`config.mk`:
```
export PLATFORM = sky130hd
export DESIGN_NAME = ssp_tx_ctrl
export DESIGN_NICKNAME = d
export VERILOG_FILES = /design/src/rtl/ssp_pkg.sv /design/src/rtl/ssp_clk_div.sv /design/src/rtl/ssp_tx_ctrl.sv
export SDC_FILE = /design/constraint.sdc
export NUM_CORES = 1
export LEC_CHECK = 0
export CORE_ASPECT_RATIO = 0.9
export CORE_MARGIN = 1.5
export CORE_UTILIZATION = 43
export DETAILED_ROUTE_END_ITERATION = 16
export GPL_TIMING_DRIVEN = 0
export PLACE_DENSITY_LB_ADDON = 0.3
export SLEW_MARGIN = 20
export SYNTH_ARGS = -nofsm -noshare
export SYNTH_HDL_FRONTEND = slang
export SYNTH_SLANG_ARGS = --single-unit
```
`constraint.sdc`:
```
create_clock -name clk_i -period 2.3 [get_ports clk_i]
set_clock_uncertainty 0.05 [all_clocks]
set_input_delay 0.46 -clock clk_i [delete_from_list [all_inputs] [get_ports clk_i]]
set_output_delay 0.46 -clock clk_i [all_outputs]
set_load 0.1 [all_outputs]
```
`src/rtl/ssp_pkg.sv`:
```
// Shared SSP definitions: sequencer state encoding and default frame length.
// Used by the transmit controller and the receive controller.
package ssp_pkg;

    localparam int SSP_DATA_W = 8;

    typedef enum logic [1:0] {
        IDLE  = 2'd0,
        LOAD  = 2'd1,
        FRAME = 2'd2,
        SHIFT = 2'd3
    } ssp_state_t;

endpackage

```
`src/rtl/ssp_clk_div.sv`:
```
// SSP serial clock divider: toggles sclk every CLK_DIV cycles while run_i is high.
// Latency: sclk_o is registered; the strobes flag the cycle before each toggle.
// Backpressure: none; clr_i/rst_i force sclk low and restart the half period.
module ssp_clk_div #(
    parameter int CLK_DIV = 2
) (
    input  logic clk_i,
    input  logic rst_i,
    input  logic clr_i,
    input  logic run_i,
    output logic sclk_o,
    output logic rise_stb_o,
    output logic fall_stb_o
);

    localparam int DIV_W = (CLK_DIV > 1) ? $clog2(CLK_DIV) : 1;
    localparam logic [DIV_W-1:0] DIV_LAST = DIV_W'(CLK_DIV - 1);

    logic [DIV_W-1:0] div_cnt;
    logic             sclk;
    logic             half_end;

    assign half_end   = run_i && (div_cnt == DIV_LAST);
    assign rise_stb_o = half_end && !sclk;
    assign fall_stb_o = half_end && sclk;
    assign sclk_o     = sclk;

    always_ff @(posedge clk_i) begin
        if (rst_i || clr_i) begin
            div_cnt <= '0;
            sclk    <= 1'b0;
        end else if (run_i) begin
            if (div_cnt == DIV_LAST) begin
                div_cnt <= '0;
                sclk    <= ~sclk;
            end else begin
                div_cnt <= div_cnt + DIV_W'(1);
            end
        end
    end

endmodule

```
`src/rtl/ssp_tx_ctrl.sv`:
```
// SSP transmit sequencer: load strobe, frame sync, SSPCLK and shift strobes, MSB first.
// Latency: sr_ld_o one cycle after accept; tx_done_o (DATA_W+1)*2*CLK_DIV cycles after that.
// Backpressure: tx_ready_o only in IDLE or the last frame cycle, gated by en_i; nothing is queued.
module ssp_tx_ctrl
    import ssp_pkg::*;
#(
    parameter int CLK_DIV = 2,
    parameter int DATA_W  = SSP_DATA_W
) (
    input  logic              clk_i,
    input  logic              rst_i,
    input  logic              en_i,
    input  logic [DATA_W-1:0] tx_data_i,
    input  logic              tx_valid_i,
    output logic              tx_ready_o,
    output logic [DATA_W-1:0] sr_d_o,
    output logic              sr_ld_o,
    output logic              sr_shift_o,
    output logic              sspclkout_o,
    output logic              sspfssout_o,
    output logic              ssp_oe_o,
    output logic              busy_o,
    output logic              tx_done_o
);

    localparam int BIT_W = (DATA_W > 1) ? $clog2(DATA_W) : 1;
    localparam logic [BIT_W-1:0] BIT_LAST = BIT_W'(DATA_W - 1);

    ssp_state_t       state;
    ssp_state_t       state_nxt;
    logic [BIT_W-1:0] bit_cnt;
    logic             div_clr;
    logic             div_run;
    logic             sclk;
    logic             sclk_rise;
    logic             sclk_fall;
    logic             last_bit;
    logic             handshake;

    // Divider is held cleared outside the serial phases so every frame starts at a fresh half period.
    assign div_clr = (state == IDLE) || (state == LOAD);
    assign div_run = (state == FRAME) || (state == SHIFT);

    ssp_clk_div #(
        .CLK_DIV (CLK_DIV)
    ) u_clk_div (
        .clk_i      (clk_i),
        .rst_i      (rst_i),
        .clr_i      (div_clr),
        .run_i      (div_run),
        .sclk_o     (sclk),
        .rise_stb_o (sclk_rise),
        .fall_stb_o (sclk_fall)
    );

    assign last_bit    = (state == SHIFT) && sclk_fall && (bit_cnt == BIT_LAST);
    assign tx_ready_o  = en_i && ((state == IDLE) || last_bit);
    assign handshake   = tx_valid_i && tx_ready_o;
    assign busy_o      = (state != IDLE);
    assign sspclkout_o = sclk;

    always_ff @(posedge clk_i) begin
        if (rst_i) begin
            state <= IDLE;
        end else begin
            state <= state_nxt;
        end
    end

    always_ff @(posedge clk_i) begin
        if (rst_i) begin
            sr_d_o <= '0;
        end else if (handshake) begin
            sr_d_o <= tx_data_i;
        end
    end

    always_ff @(posedge clk_i) begin
        if (rst_i || (state == LOAD)) begin
            bit_cnt <= '0;
        end else if ((state == SHIFT) && sclk_fall) begin
            bit_cnt <= (bit_cnt == BIT_LAST) ? '0 : bit_cnt + BIT_W'(1);
        end
    end

    always_comb begin
        state_nxt   = state;
        sr_ld_o     = 1'b0;
        sr_shift_o  = 1'b0;
        sspfssout_o = 1'b0;
        ssp_oe_o    = 1'b0;
        tx_done_o   = 1'b0;
        unique case (state)
            IDLE: begin
                if (handshake) begin
                    state_nxt = LOAD;
                end
            end
            LOAD: begin
                sr_ld_o   = 1'b1;
                state_nxt = FRAME;
            end
            FRAME: begin
                sspfssout_o = 1'b1;
                ssp_oe_o    = 1'b1;
                if (sclk_fall) begin
                    state_nxt = SHIFT;
                end
            end
            SHIFT: begin
                ssp_oe_o   = 1'b1;
                // Shift on the cycle before sclk falls so data changes on the falling edge.
                sr_shift_o = sclk_fall;
                if (last_bit) begin
                    tx_done_o = 1'b1;
                    state_nxt = handshake ? LOAD : IDLE;
                end
            end
            default: begin
                state_nxt = IDLE;
            end
        endcase
    end

    a_rise_while_driving: assert property (@(posedge clk_i) disable iff (rst_i)
        sclk_rise |-> ssp_oe_o);

endmodule

```
==> key figures <==
Outcome
  – Status: finished clean

Layout
  – Antenna cell count: 0
  – Area growth from synthesis to layout: 47.3%
  – Most common cell after layout, fill and taps aside: clkdlybuf4s50_1
  – Commonest non-fill, non-tap cells in the layout: clkdlybuf4s50_1 (12), dfxtp_1 (11), nand3_1 (9), a21oi_1 (9)
  – Core Util, Final: 69.2%
  – Cell area after layout: 0.00118 sq mm
  – Share of cells above drive strength 1: 21.8%
  – Multi-input combinational cell area: 492 sq um
  – Layout Nets: 138
  – Fillers: 136
  – Register cell area after layout: 310 sq um

Worst setup path
  – Slowest stage cell, crit path: clkdlybuf4s50_1
  – Critical Path Source Type: register
  – Kind of critical path: reg2out
  – Bufs and invs on worst path: 1
  – Crit-path cells: clkdlybuf4s50_1
  – CP required: 1.79 ns
  – Crit-path max FO: 2
  – WP data arrival: 1.74 ns
  – Largest delay share family, worst path: buffers and inverters
  – CP Capture Type: output port
  – CP max stage delay: 1.12 ns

Global routing
  – Gr usage total: 19.3%
  – Global route total overflow: 0
  – Largest net degree at the start of global routing: 11
  – Global-route wire length before repair: 3120 microns
  – Initial antenna violation count: 0
  – Vias in the first global route: 725

Placed design
  – Routability cong.: 0.710
  – Port bufs: 27
  – Dpl hpwl: 1430 microns
  – Placement Cell Area: 0.00111 sq mm

Detailed routing
  – Met3 WL: 106 microns
  – DR iter-0 viols: 7
  – Detailed-route DRC error count: 0
  – Routed vias: 738
  – Antenna viol nets, final: 0
  – Drt wl/cell: 13.3 microns
  – Met2 WL: 956 microns
  – Via-to-Cell Ratio: 5.16
  – Met1 wire length: 825 microns
  – DR top layer: met4
  – Routed WL: 1900 microns
  – DRT Pass-1 Iters: 4

Clock tree
  – Sink Count: 15
  – CTS Buf Count: 3
  – # H-tree levels: 1
  – Max Root-Sink Buffers: 2
  – Root Buffer: clkbuf_4
  – CTS tree: yes
  – Setup Fix Bufs, Post-CTS: 0
  – Clk pin slew, worst setup/hold paths: 0.09 ns
  – Latest clock arrival within the worst-skew pair: 0.29 ns
  – Post-CTS Hold Buffers: 0

Synth
  – Synth Area in Simple Gates: 21.8%
  – Largest family of logic cells by synthesized area: simple AND/OR/NAND/NOR gates
  – Yosys reg bits: 15
  – Synth unique cells: 30
  – Syn Nets: 108
  – Syn Inst Count: 90
  – XOR/XNOR share of the synthesized area: 1.10%
  – Mux share of post-synthesis cell area: 3.76%
  – Area fraction in compound gates after synthesis: 21.6%
  – YS warnings: 0
  – Average size of a mapped cell: 8.87 sq um
  – Adder-cell share of the synthesized area: 9.40%
  – Register area share after synthesis: 37.6%
  – Post-Syn Area: 798 sq um

Floorplanning
  – Die X: 48.4 microns
  – Total core area: 0.00170 sq mm
  – Starting Density: 47.0%
  – Die area: 0.00212 sq mm
  – Cell row count: 14
  – Die Y: 43.9 microns
  – IO Count: 28

Power and ir drop
  – P_leak: 0.000563 uW
  – Peak supply drop: 442 uV
  – PwrDens: 676 mW/mm^2

Timing
  – Slew margin rel.: 34.8%
  – Worst-Margin Slew: 0.976 ns
  – Fmax: 444 MHz
  – Hold WS: 0.432 ns
  – Fin crit share: 97.8%
  – Final hold violation count: 0
  – Max-slew violations: 0
  – Min Tclk post-route: 2.25 ns
  – RSZ-0062 raised after global routing: yes
  – Final setup viols: 0

Hold path
  – Hold WC Path Type: reg2reg

Flow run
  – Max Cap Viol: 0
## cells by family after synthesis
kind of cell | Yosys count
and+or+nand+nor | 30
AOI/OAI and AO/OA | 26
DFF | 15
buffers and inverters | 9
adders and majority gates | 6
muxes | 3
xor gates and xnor gates | 1
## power by group
part | switching [uW] | leakage, uW | total (uW) | internal [uW]
sequential | 12.1 | 0.000124 | 287 | 275
combinational | 253 | 0.000424 | 355 | 102
clock | 85.1 | 0.0000150 | 153 | 67.4
## synth_stat cells (all sizes together)
master / count / area [sq um]
a2bb2oi: 1 / 8.76
xnor2: 1 / 8.76
inv: 4 / 15.0
or2: 2 / 12.5
a41oi: 1 / 16.3
o21ai: 9 / 45.0
nand2b: 3 / 18.8
a211oi: 2 / 20.0
nand2: 3 / 11.3
a21oi: 9 / 45.0
dfxtp: 15 / 300
a21boi: 1 / 7.51
a2111o: 1 / 11.3
nor3: 3 / 15.0
mux2i: 3 / 30.0
ha: 6 / 75.1
nor2b: 1 / 6.26
clkbuf: 2 / 7.51
nand4b: 1 / 8.76
o221ai: 1 / 8.76
nand3: 10 / 62.6
or3: 1 / 6.26
and2: 4 / 25.0
buf: 3 / 15.0
nor2: 2 / 7.51
a41o: 1 / 10.0
## timing repair
action                                  4_1_cts  5_1_grt
resized for setup                            37       14
pin swaps                                     0        0
endpoints found under the setup margin        7       11
hold endpoints to repair                      0        0
## final cells by class
class	instances	area share (%)
Buffer	3	1.06
Tap cell	24	2.55
Multi-Input combinational cell	66	41.8
Timing Repair Buffer	27	24.4
Sequential cell	15	26.4
Inverter	4	1.60
Clock buffer	4	2.23
## through the flow
step	setup TNS, ns	power, uW	instances	setup WS (ns)
after floorplan	-0.169	561	90	-0.169
after global placement	-1.86	641	141	-0.626
after detailed placement	-2.04	646	141	-0.647
after CTS	-0.0420	798	145	-0.0420
after global routing	-0.00507	833	143	-0.00507
final	0	795	143	0.0499
## sequential cells by signal, indices dropped and copies added, names as in the netlist
| register | cells |
|---|---|
| sr_d_o | 8 |
| bit_cnt | 3 |
| state | 2 |
| u_clk_div.div_cnt | 1 |
| u_clk_div.sclk_o | 1 |
## worst paths after layout
check | start | to | slack (ns) | depth (start not counted)
min | sr_d_o[6]$_SDFFE_PP0P_ | sr_d_o[6]$_SDFFE_PP0P_ | 0.43 | 2
max | u_clk_div.sclk_o$_SDFFE_PP0N_ | sspclkout_o | 0.05 | 1
max reg2reg | bit_cnt[0]$_SDFFE_PP0P_ | sr_d_o[5]$_SDFFE_PP0P_ | 0.66 | 5
min reg2reg | sr_d_o[6]$_SDFFE_PP0P_ | sr_d_o[6]$_SDFFE_PP0P_ | 0.43 | 2
## metal layers
layer	GRT usage, %	vias to the layer above
met4	5.14	0
met1	22.6	333
met3	6.55	3
li1	-	382
met2	34.4	20
met5	0	-
No activity file was read; power rests on OpenSTA's default activity.
==> RTL edit 1, RTL diff (config.mk and constraints unchanged) <==
Make the reset (`rst_i`) asynchronous in 2 clocked blocks.
--- a/src/rtl/ssp_tx_ctrl.sv
+++ b/src/rtl/ssp_tx_ctrl.sv
@@ -59,7 +59,7 @@
     assign busy_o      = (state != IDLE);
     assign sspclkout_o = sclk;
 
-    always_ff @(posedge clk_i) begin
+    always_ff @(posedge clk_i or posedge rst_i) begin
         if (rst_i) begin
             state <= IDLE;
         end else begin
@@ -67,7 +67,7 @@
         end
     end
 
-    always_ff @(posedge clk_i) begin
+    always_ff @(posedge clk_i or posedge rst_i) begin
         if (rst_i) begin
             sr_d_o <= '0;
         end else if (handshake) begin
Check against the original RTL: differs if rst_i is asserted again (counterexample within 4 cycles, from zero or initial values and one cycle with rst_i high); with rst_i held inactive, the same outputs for 10 cycles.
==> RTL edit 1 against the unedited design <==
Synthesized area decreased by 4.2%; setup slack improved by 0.013 ns; synthesized cell count decreased by 28%; sequential cell count unchanged; design area decreased by 3.0%; routed wire length decreased by 18%.
Power is left out: the tool's default activity adds up to more than one toggle a clock period on the data nets, which glitch-free logic cannot reach.
==> RTL edit 1: results <==
[synth]
post_synth_mux_area_share_pct = 15.9
post_synth_num_cell_types = 27
compound_gate_portion_of_the_synthesized_area_pct = 8.84
synth_nets = 83
ys_top_cells_by_area = "sky130_fd_sc_hd__dfrtp_1 (33%), sky130_fd_sc_hd__mux2_2 (13%), sky130_fd_sc_hd__dfxtp_1 (13%), sky130_fd_sc_hd__ha_1 (9.8%), sky130_fd_sc_hd__inv_1 (2.9%)"
synth-async-reset-ratio_pct = 66.7
synth_xor_area_share_pct = 2.29

[placement]
dpl_cell_area_sq_um = 1070
place.gp.congestion = 0.743
detailedPlacementHpwl_mm = 1.17

[worst_setup_path]
critical_path.endpoint = "tx_ready_o"
rrSetupSlack_ns = 0.56
worst_r2r_startpoint = "state[0]"
worst_path_dominant_cell_family = "adder cells"
path_max_fanout = 4

[cells_and_area]
regArea_sq_um = 352
nonClkBufAreaFrac_pct = 23.7
clock_area_share_pct = 2.41
n_multi_input_combinational_cell = 44
post_route_cells_drive_above_1_share_pct = 33.3
finish.cell_count_without_fillers = 120
clock_buffer_count = 3
fillers = 142

[route]
drt_iter0_drc = 2
totalWireLength_mm = 1.57
vias_per_cell = 5.05

[global_route]
grt_util_overall_pct = 18.3
grt_pass1_vias = 607
global_route_wire_length_before_repair_mm = 2.56

[sta]
slew_headroom_pct = 35.0

[die]
core_region_area_sq_um = 1660

[status]
outcome = "complete, no violations"
## RTL edit 1: cells by family after synthesis
group                      count (synthesis)
and+or+nand+nor                           18
DFF                                       15
muxes                                     11
AOI/OAI and AO/OA                          7
buffers and inverters                      6
adders and majority gates                  6
xor gates and xnor gates                   2
## RTL edit 1: worst min path at each step
stage,startpoint,to,slack (ns),cells past startpoint
after floorplan,rst_i,sr_d_o[0],0.25,1
after global placement,bit_cnt[0],bit_cnt[0],0.43,2
after detailed placement,sr_d_o[5],sr_d_o[5],0.45,1
after CTS,bit_cnt[0],bit_cnt[0],0.47,2
after global routing,sr_d_o[5],sr_d_o[5],0.47,1
final,sr_d_o[3],sr_d_o[3],0.46,1
## RTL edit 1: per-layer routing
metal	vias to the layer above	share of wire [%]	wire [microns]	global-route usage, %
met3	4	4.8	75	7.23
met5	-	0	0	0
met1	287	41	646	20.4
met4	0	1.5	23	8.89
met2	18	52	821	29.2
li1	297	-	-	-
==> RTL edit 2, RTL diff (same flow settings) <==
Made on the original files. `CLK_DIV` is set to 2 in 2 places; all go to 8. Comments in the files are not updated.
--- a/src/rtl/ssp_clk_div.sv
+++ b/src/rtl/ssp_clk_div.sv
@@ -2,7 +2,7 @@
 // Latency: sclk_o is registered; the strobes flag the cycle before each toggle.
 // Backpressure: none; clr_i/rst_i force sclk low and restart the half period.
 module ssp_clk_div #(
-    parameter int CLK_DIV = 2
+    parameter int CLK_DIV = 8
 ) (
     input  logic clk_i,
     input  logic rst_i,
--- a/src/rtl/ssp_tx_ctrl.sv
+++ b/src/rtl/ssp_tx_ctrl.sv
@@ -4,7 +4,7 @@
 module ssp_tx_ctrl
     import ssp_pkg::*;
 #(
-    parameter int CLK_DIV = 2,
+    parameter int CLK_DIV = 8,
     parameter int DATA_W  = SSP_DATA_W
 ) (
     input  logic              clk_i,
Check against the original RTL: not equivalent (a bounded check fails within 10 cycles, from zero or initial values and one cycle with rst_i high).
==> RTL edit 2 against the unedited design <==
Critical endpoint is now tx_ready_o; routed wire length up 3.3%; setup slack better by 0.034 ns; sequential cell count up 2; design area up 8.0%; synthesized cell count up 10%; synthesized area up 11%; total power up 3.1%; non-clock buffer count unchanged.
==> RTL edit 2: results <==
[global_route]
grt_util_overall_pct = 18.3
maximum_number_of_pins_on_one_net_before_global_route_repair = 11
grt_pass1_vias = 749
global_route_wire_length_before_repair_mm = 3.21
grt_antenna_before_repair = 0

[cells_and_area]
post_route_cells_drive_above_1_share_pct = 20.2
finish.cell_count_without_fillers = 154
biggestRegsByFlops = "sr_d_o: 8 flops, bit_cnt: 3 flops, u_clk_div.div_cnt: 3 flops"
antennaDiodeCount = 0
fillers = 165

[worst_hold_path]
worst_hold_path.endpoint = "u_clk_div.div_cnt[1]"
worstHoldPathCells = 2
hp-start = "u_clk_div.div_cnt[1]"
worstHoldPathType = "register to register"

[synth]
post_synth_num_cell_types = 30
synthMostInstantiatedCell = "sky130_fd_sc_hd__dfxtp_1"
synthesis.area_per_instance_sq_um = 8.91
ys_top_cells_by_area = "sky130_fd_sc_hd__dfxtp_1 (39%), sky130_fd_sc_hd__ha_1 (11%), sky130_fd_sc_hd__a21oi_1 (6.8%), sky130_fd_sc_hd__o21ai_0 (6.2%), sky130_fd_sc_hd__nand3_1 (5.1%)"
synth_nets = 119
seq_area_frac_synth_pct = 38.6
yosysWarnings = 0
netlist_top_cells_count = "sky130_fd_sc_hd__dfxtp_1 (17), sky130_fd_sc_hd__a21oi_1 (12), sky130_fd_sc_hd__o21ai_0 (11)"
synth-async-reset-ratio_pct = 0

[route]
drtPass1Iterations = 4
totalWireLength_mm = 1.97
vias_per_cell = 5.23
drt_iter0_drc = 12
ant_nets = 0

[clock_network]
post-cts-setup-buffers = 0
clock_insertion_delay_worst_skew_ns = 0.29
ctsLongestPathBuffers = 2
cts_hold_repair.buffers = 0
ctsHtreeMaxLevel = 1
cts_root_buf = "sky130_fd_sc_hd__clkbuf_4"
clk_pin_slew_ns = 0.10
number_of_buffers_created_by_cts = 3

[worst_setup_path]
criticalPathCategory = "register to primary output"
worst_r2r_startpoint = "bit_cnt[0]"
worstRegToRegCells = 5
rrSetupSlack_ns = 0.52
rr_endpoint = "sr_d_o[1]"
timing.critical_path.slowest_cell_delay_ns = 0.34
cp.arrival_ns = 1.71
path_max_fanout = 9
slowest_stage = "sky130_fd_sc_hd__dfxtp_2"

[status]
outcome = "complete, no violations"

[placement]
placed_cells_incl_taps = 151
place.gp.congestion = 0.681
buffer_ports.inserted = 27
detailedPlacementHpwl_mm = 1.48

[sta]
timing.final.hold_violations = 0
hold_ws_ns = 0.410
slew_headroom_pct = 35.1

[pwr]
p_leak_uw = 0.000600
ir_worst_vdd_v = 0.000390
[RTL edit 2: power breakdown]
group	leakage [uW]	total (uW)	internal, uW	switching [uW]
Combinational	0.000443	341	97.3	243
Sequential	0.000140	318	308	9.80
Clock	0.0000177	161	64.8	95.9
Total	0.000600	819	470	349
[RTL edit 2: timing repair]
item                                    CTS  global route
resized for setup                        37            17
pin swaps                                 0             1
endpoints found under the setup margin    9            10
[RTL edit 2: logic make-up (layout without fill, tap and decap cells)]
group           count (synthesis)  in the layout  share of synthesized area (%)
compound gates                 33             33                           23.3
fa+ha+maj                       8              8                           11.3
xor+xnor                        1              1                          0.993
mux                             1              1                           1.13
simple gates                   30             30                           20.0
buf+inv                         9             39                           4.68
flops                          17             17                           38.6
[RTL edit 2: stage by stage]
step / cell area, sq um / setup slack (ns)
3_5_place_dp: 1190 / -0.820
6_report: 1270 / 0.0839
5_1_grt: 1270 / 0.00805
3_3_place_gp: 1190 / -0.811
4_1_cts: 1220 / 0.00259
2_1_floorplan: 886 / -0.215
[RTL edit 2: worst max path at each step]
stage / end / slack, ns / cells after the start
6_report: tx_ready_o / 0.08 / 5
4_1_cts: sr_d_o[5] / 0.003 / 1
5_1_grt: ssp_oe_o / 0.008 / 5
2_1_floorplan: tx_ready_o / -0.21 / 3
3_3_place_gp: tx_ready_o / -0.81 / 6
3_5_place_dp: tx_ready_o / -0.82 / 6
[RTL edit 2: critical path, delay by kind of cell (launching register included)]
kind,cells,cell delay [ns]
buf+inv,1,0.17
fa+ha+maj,2,0.41
flops,1,0.34
simple gates,1,0.19
compound gates,1,0.30
[RTL edit 2: final cells by class]
cell class	count	area share (%)
clock buffers	3	1.77
clock inverters	1	0.394
multi-input cells	73	42.6
inverters	5	1.48
flip-flops and latches	17	27.2
plain buffers	3	1.48
well taps	25	2.46
repair buffers	27	22.7
[RTL edit 2: metal layers]
layer | global-route usage, % | routed length, microns
met5 | 0 | 0
met4 | 3.24 | 8
met3 | 5.92 | 76
met2 | 31.3 | 954
met1 | 23.2 | 928
